===== config.mk =====
export PLATFORM = sky130hd
export DESIGN_NAME = osd_alpha_fader
export DESIGN_NICKNAME = d
export VERILOG_FILES = /design/src/rtl/osd_alpha_fader.sv
export SDC_FILE = /design/constraint.sdc
export NUM_CORES = 1
export LEC_CHECK = 0
export BUFFER_PORTS_ARGS = -buffer_cell sky130_fd_sc_hd__clkbuf_2
export CAP_MARGIN = 10
export CORE_ASPECT_RATIO = 1.4
export CORE_MARGIN = 2
export CORE_UTILIZATION = 45
export CTS_CLUSTER_SIZE = 28
export DETAILED_ROUTE_END_ITERATION = 8
export GPL_TIMING_DRIVEN = 1
export PLACE_DENSITY = 0.69
export SLEW_MARGIN = 10
export SYNTH_ARGS = -nofsm -noshare
export SYNTH_HDL_FRONTEND = slang
export SYNTH_SLANG_ARGS = --single-unit

===== constraint.sdc =====
create_clock -name clock -period 2.8 [get_ports clock]
set_input_delay 0.28 -clock clock [delete_from_list [all_inputs] [get_ports clock]]
set_output_delay 0.28 -clock clock [all_outputs]
set_load 0.005 [all_outputs]

===== src/rtl/osd_alpha_fader.sv =====
// OSD alpha fader: ramps a 0..256 blend coefficient up/down in fixed steps,
// updating only on vsync rising edges so the overlay never tears mid-frame.
module osd_alpha_fader #(
    parameter int STEP            = 16,
    parameter int FRAMES_PER_STEP = 2
) (
    input  logic       clock,
    input  logic       reset_n,
    input  logic       vsync,
    input  logic       osd_enable,
    input  logic       instant,
    output logic [8:0] alpha,
    output logic       osd_active,
    output logic       busy,
    output logic       done
);

    typedef enum logic [1:0] {
        HIDDEN   = 2'd0,
        FADE_IN  = 2'd1,
        SHOWN    = 2'd2,
        FADE_OUT = 2'd3
    } state_t;

    localparam logic [9:0] STEP_W   = 10'(STEP);
    localparam logic [7:0] CNT_LAST = 8'(FRAMES_PER_STEP - 1);
    localparam logic [8:0] ALPHA_MAX = 9'd256;

    state_t      state, nxt_state;
    logic [8:0]  nxt_alpha;
    logic [7:0]  cnt, nxt_cnt;
    logic        vsync_q;
    logic        nxt_done;
    logic        fe, tick;
    logic [9:0]  sum;
    logic signed [9:0] diff;

    assign fe   = vsync & ~vsync_q;
    assign tick = fe & (cnt == CNT_LAST);
    assign sum  = {1'b0, alpha} + STEP_W;
    assign diff = $signed({1'b0, alpha}) - $signed(STEP_W);

    always_comb begin
        nxt_state = state;
        nxt_alpha = alpha;
        nxt_done  = 1'b0;
        nxt_cnt   = cnt;
        if (tick)
            nxt_cnt = '0;
        else if (fe)
            nxt_cnt = cnt + 8'd1;

        if (instant && fe) begin
            nxt_state = osd_enable ? SHOWN : HIDDEN;
            nxt_alpha = osd_enable ? ALPHA_MAX : '0;
            nxt_done  = (nxt_state != state);
        end else begin
            // A direction change takes precedence over a same-cycle tick.
            unique case (state)
                HIDDEN: begin
                    if (osd_enable)
                        nxt_state = FADE_IN;
                end
                FADE_IN: begin
                    if (!osd_enable) begin
                        nxt_state = FADE_OUT;
                    end else if (tick) begin
                        if (sum >= 10'd256) begin
                            nxt_alpha = ALPHA_MAX;
                            nxt_state = SHOWN;
                            nxt_done  = 1'b1;
                        end else begin
                            nxt_alpha = sum[8:0];
                        end
                    end
                end
                SHOWN: begin
                    if (!osd_enable)
                        nxt_state = FADE_OUT;
                end
                FADE_OUT: begin
                    if (osd_enable) begin
                        nxt_state = FADE_IN;
                    end else if (tick) begin
                        if (diff <= 10'sd0) begin
                            nxt_alpha = '0;
                            nxt_state = HIDDEN;
                            nxt_done  = 1'b1;
                        end else begin
                            nxt_alpha = diff[8:0];
                        end
                    end
                end
                default: nxt_state = HIDDEN;
            endcase
        end

        if (nxt_state != state || (instant && fe))
            nxt_cnt = '0;
    end

    always_ff @(posedge clock or negedge reset_n) begin
        if (!reset_n) begin
            state      <= HIDDEN;
            alpha      <= '0;
            cnt        <= '0;
            vsync_q    <= 1'b0;
            osd_active <= 1'b0;
            busy       <= 1'b0;
            done       <= 1'b0;
        end else begin
            state      <= nxt_state;
            alpha      <= nxt_alpha;
            cnt        <= nxt_cnt;
            vsync_q    <= vsync;
            osd_active <= (nxt_alpha != '0);
            busy       <= (nxt_state == FADE_IN) || (nxt_state == FADE_OUT);
            done       <= nxt_done;
        end
    end

endmodule


==> load_flow_metrics.sql <==
INSERT INTO impl_metrics (metric_group, metric, value, unit) VALUES
('outcome', 'outcome', 'finished with violations', ''),
('outcome', 'violations', 'hold timing', ''),
('floorplanning', 'start_util', '0.469', ''),
('drt', 'route.detailed.wl_per_inst', '16.7', 'um'),
('logic_synthesis', 'synth_warnings', '0', ''),
('pwr', 'power.static_leakage', '0.753', 'nW'),
('global_route', 'grt_pass1_wl', '6100', 'um'),
('critical_path', 'path_delay_family', 'compound AO/OA/AOI/OAI gates', ''),
('pwr', 'pwr_density_cell', '682', 'mW/mm^2'),
('timing', 'grt_setup_unrepaired', 'false', ''),
('floorplanning', 'ioPinCount', '17', ''),
('clocking', 'clk_root_buffer_cell', 'sky130_fd_sc_hd__clkbuf_8', ''),
('critical_path', 'worst_path_largest_cell_delay', '0.54', 'ns'),
('logic_synthesis', 'synthTopCellsByArea', 'sky130_fd_sc_hd__dfrtp_1 35%, sky130_fd_sc_hd__ha_1 4.8%, sky130_fd_sc_hd__nor2_1 4.1%', ''),
('critical_path', 'r2r_slack', '0.31', 'ns'),
('clocking', 'cts_max_level', '1', ''),
('critical_path', 'worst_ep_required_time', '2.92', 'ns'),
('layout', 'utilization', '0.513', ''),
('timing', 'fin_worst_skew', '0.00418', 'ns'),
('timing', 'worst_hold_slack', '-0.00889', 'ns'),
('critical_path', 'cpMaxStageDelayCell', 'sky130_fd_sc_hd__dfrtp_1', ''),
('clocking', 'clk_transition_reported_paths', '0.08', 'ns'),
('clocking', 'clock_sinks', '22', ''),
('drt', 'detail-route-antenna-nets', '0', ''),
('place', 'dp_hpwl', '2910', 'um'),
('clocking', 'cts_made_buffers', '3', ''),
('logic_synthesis', 'synth_cells', '172', ''),
('job', 'drv_cap', '0', ''),
('floorplanning', 'placeableCoreArea', '0.00335', 'sq mm'),
('logic_synthesis', 'synthFlopType', 'sky130_fd_sc_hd__dfrtp_1', ''),
('critical_path', 'worst-r2r-cell-count', '8', ''),
('logic_synthesis', 'sequential_fraction_of_the_synthesis_area', '0.351', ''),
('global_route', 'grt_antenna_before_repair', '0', ''),
('timing', 'worst_slew_margin_rel', '0.608', ''),
('timing', 'timing.fmax', '401', 'MHz'),
('drt', 'drt_drc_violations_left', '0', ''),
('clocking', 'cts_resized', '0', ''),
('timing', 'final-max-slew-violation-count', '0', ''),
('timing', 'final_hold_viol_count', '12', ''),
('timing', 'final_critical_path_required_period', '2.49', 'ns'),
('drt', 'post_drt_via_cell_ratio', '6.07', ''),
('drt', 'drt_first_iter_violations', '36', ''),
('critical_path', 'worst-setup-path-type', 'reg2reg', ''),
('logic_synthesis', 'average_cell_area_after_synthesis', '9.13', 'sq um'),
('drt', 'first_pass_iters', '4', ''),
('timing', 'total_setup_violations_reported_at_the_end_of_the_flow', '0', ''),
('clocking', 'cts-hold-fix-buffers', '0', ''),
('logic_synthesis', 'synth_cell_types', '52', ''),
('logic_synthesis', 'netlist.area_leader.share', '0.351', ''),
('layout', 'nets', '196', ''),
('critical_path', 'critical_path.startpoint_type', 'flip-flop', ''),
('clocking', 'cts.path.max_buffers', '2', ''),
('critical_path', 'setup.worst_path.end_class', 'flip-flop', ''),
('drt', 'route.final.wire_length', '3740', 'um'),
('global_route', 'grt.overflow.total', '0', ''),
('layout', 'post_route_cells_drive_above_1_share', '0.174', ''),
('floorplanning', 'y_dimension_of_the_die', '73.9', 'um'),
('logic_synthesis', 'post_synth_edffs', '0', ''),
('pwr', 'vdd_ir_drop_max', '0.482', 'mV'),
('critical_path', 'timing.critical_path.buf_inv', '1', ''),
('clocking', 'post-cts-setup-buffer-count', '0', ''),
('place', 'io_buffers', '16', ''),
('floorplanning', 'floorplan.die_area', '0.00398', 'sq mm'),
('global_route', 'first_global_vias', '1289', ''),
('drt', 'vias', '1359', ''),
('critical_path', 'crit_path_cell_trace', 'inv_1 > ha_1 > xnor2_1 > nand4_1 > o211ai_4 > a211oi_1 > o311ai_4 > nor2_1', ''),
('clocking', 'clkLatencyLatePin', '0.25', 'ns'),
('floorplanning', 'fp.dieW', '53.9', 'um'),
('critical_path', 'crit_path_dat', '2.62', 'ns'),
('layout', 'area_growth', '9.24', '%'),
('critical_path', 'worstReg2RegStart', 'alpha[4]$_DFF_PN0_', '');
==> synth_stat cells, drive strengths merged (2+ instances only) <==
| master | n |
|---|---|
| o211ai | 2 |
| nand3 | 3 |
| a21oi | 13 |
| a21o | 2 |
| nand4b | 2 |
| and4 | 4 |
| a21boi | 2 |
| a211oi | 3 |
| xor2 | 5 |
| o21ai | 6 |
| ha | 6 |
| nor3 | 8 |
| a41oi | 2 |
| nor3b | 2 |
| xnor2 | 3 |
| buf | 8 |
| nand2 | 10 |
| a221oi | 2 |
| a31oi | 2 |
| nand3b | 2 |
| inv | 7 |
| nand4 | 5 |
| and2 | 7 |
| dfrtp | 22 |
| nor2 | 17 |
| nand2b | 3 |
| and3 | 5 |
==> worst reg2reg max path, stage by stage (launching register included) <==
cell and delay, ns:
sky130_fd_sc_hd__dfrtp_1 0.54, sky130_fd_sc_hd__inv_1 0.13, sky130_fd_sc_hd__ha_1 0.28, sky130_fd_sc_hd__xnor2_1 0.22, sky130_fd_sc_hd__nand4_1 0.17, sky130_fd_sc_hd__o211ai_4 0.31, sky130_fd_sc_hd__a211oi_1 0.17, sky130_fd_sc_hd__o311ai_4 0.44
sky130_fd_sc_hd__nor2_1 0.11
==> cell families after synthesis <==
group           share of synthesized area
simple gates                        0.280
buf+inv                            0.0470
fa+ha+maj                          0.0478
flops                               0.351
compound gates                      0.216
xor+xnor                           0.0446
mux                                0.0135
==> cell usage in the layout, fill, tap and decap left out, types with 3 or more instances in the layout <==
cell type | Yosys | routed
sky130_fd_sc_hd__clkbuf_8 | 0 | 4
sky130_fd_sc_hd__nor2_1 | 17 | 17
sky130_fd_sc_hd__nand2_1 | 10 | 10
sky130_fd_sc_hd__dfrtp_1 | 22 | 22
sky130_fd_sc_hd__nand4_1 | 5 | 5
sky130_fd_sc_hd__and4_1 | 3 | 3
sky130_fd_sc_hd__a211oi_1 | 3 | 3
sky130_fd_sc_hd__o21ai_0 | 6 | 6
sky130_fd_sc_hd__clkbuf_2 | 0 | 16
sky130_fd_sc_hd__a21oi_1 | 12 | 12
sky130_fd_sc_hd__nand2b_1 | 3 | 3
sky130_fd_sc_hd__and3_1 | 5 | 5
sky130_fd_sc_hd__nand3_1 | 3 | 3
sky130_fd_sc_hd__ha_1 | 6 | 6
sky130_fd_sc_hd__xor2_1 | 5 | 5
sky130_fd_sc_hd__xnor2_1 | 3 | 3
sky130_fd_sc_hd__and2_1 | 7 | 7
sky130_fd_sc_hd__nor3_1 | 6 | 6
sky130_fd_sc_hd__inv_1 | 7 | 7
==> worst max-delay path by stage <==
stage | start | endpoint | slack [ns] | depth (start not counted)
3_3_place_gp | alpha[4]$_DFF_PN0_ | cnt[2]$_DFFE_PN0P_ | 0.48 | 8
5_1_grt | alpha[4]$_DFF_PN0_ | cnt[7]$_DFFE_PN0P_ | 0.12 | 8
4_1_cts | alpha[4]$_DFF_PN0_ | cnt[7]$_DFFE_PN0P_ | 0.31 | 8
6_report | alpha[4]$_DFF_PN0_ | cnt[7]$_DFFE_PN0P_ | 0.31 | 8
2_1_floorplan | alpha[4]$_DFF_PN0_ | cnt[2]$_DFFE_PN0P_ | 0.62 | 8
3_5_place_dp | alpha[4]$_DFF_PN0_ | cnt[7]$_DFFE_PN0P_ | 0.33 | 8
==> per-layer routing <==
| metal | GRT usage | up-vias | part of all wire |
|---|---|---|---|
| met5 | 0 | - | 0 |
| met4 | 0.103 | 0 | 0.038 |
| met3 | 0.0163 | 13 | 0.024 |
| met2 | 0.367 | 30 | 0.53 |
| met1 | 0.244 | 650 | 0.40 |
| li1 | - | 666 | - |
==> flip-flops by register name, indices dropped and copies added (netlist names) <==
name and cells:
alpha 9, busy 1, cnt 8, done 1, osd_active 1, state 1, vsync_q 1
==> per-stage QoR <==
step                cells  total power [mW]  worst slack [ns]  instance area (sq um)  hold slack (ns)
global route          224              1.25             0.122                   1720           0.0298
floorplan             172             0.810             0.617                   1570          -0.0156
detailed placement    220             0.953             0.333                   1660            0.292
global placement      220             0.941             0.482                   1660            0.282
finish                224              1.17             0.307                   1720         -0.00889
CTS                   224              1.18             0.313                   1720           0.0142
==> power breakdown <==
part           total (mW)  internal, mW  switching [mW]
combinational       0.482         0.216           0.266
clock               0.221         0.125          0.0959
sequential          0.466         0.359           0.108
total                1.17         0.700           0.470
==> area by class of cell <==
type | instances | area (sq um)
sequential | 22 | 551
timing repair buffer | 17 | 87.6
multi-input combinational | 134 | 946
fill | 320 | 1630
inverter | 7 | 26.3
clock buffer | 4 | 55.1
tap | 40 | 50.0
Note: power is estimated with default switching activity, not from simulation.
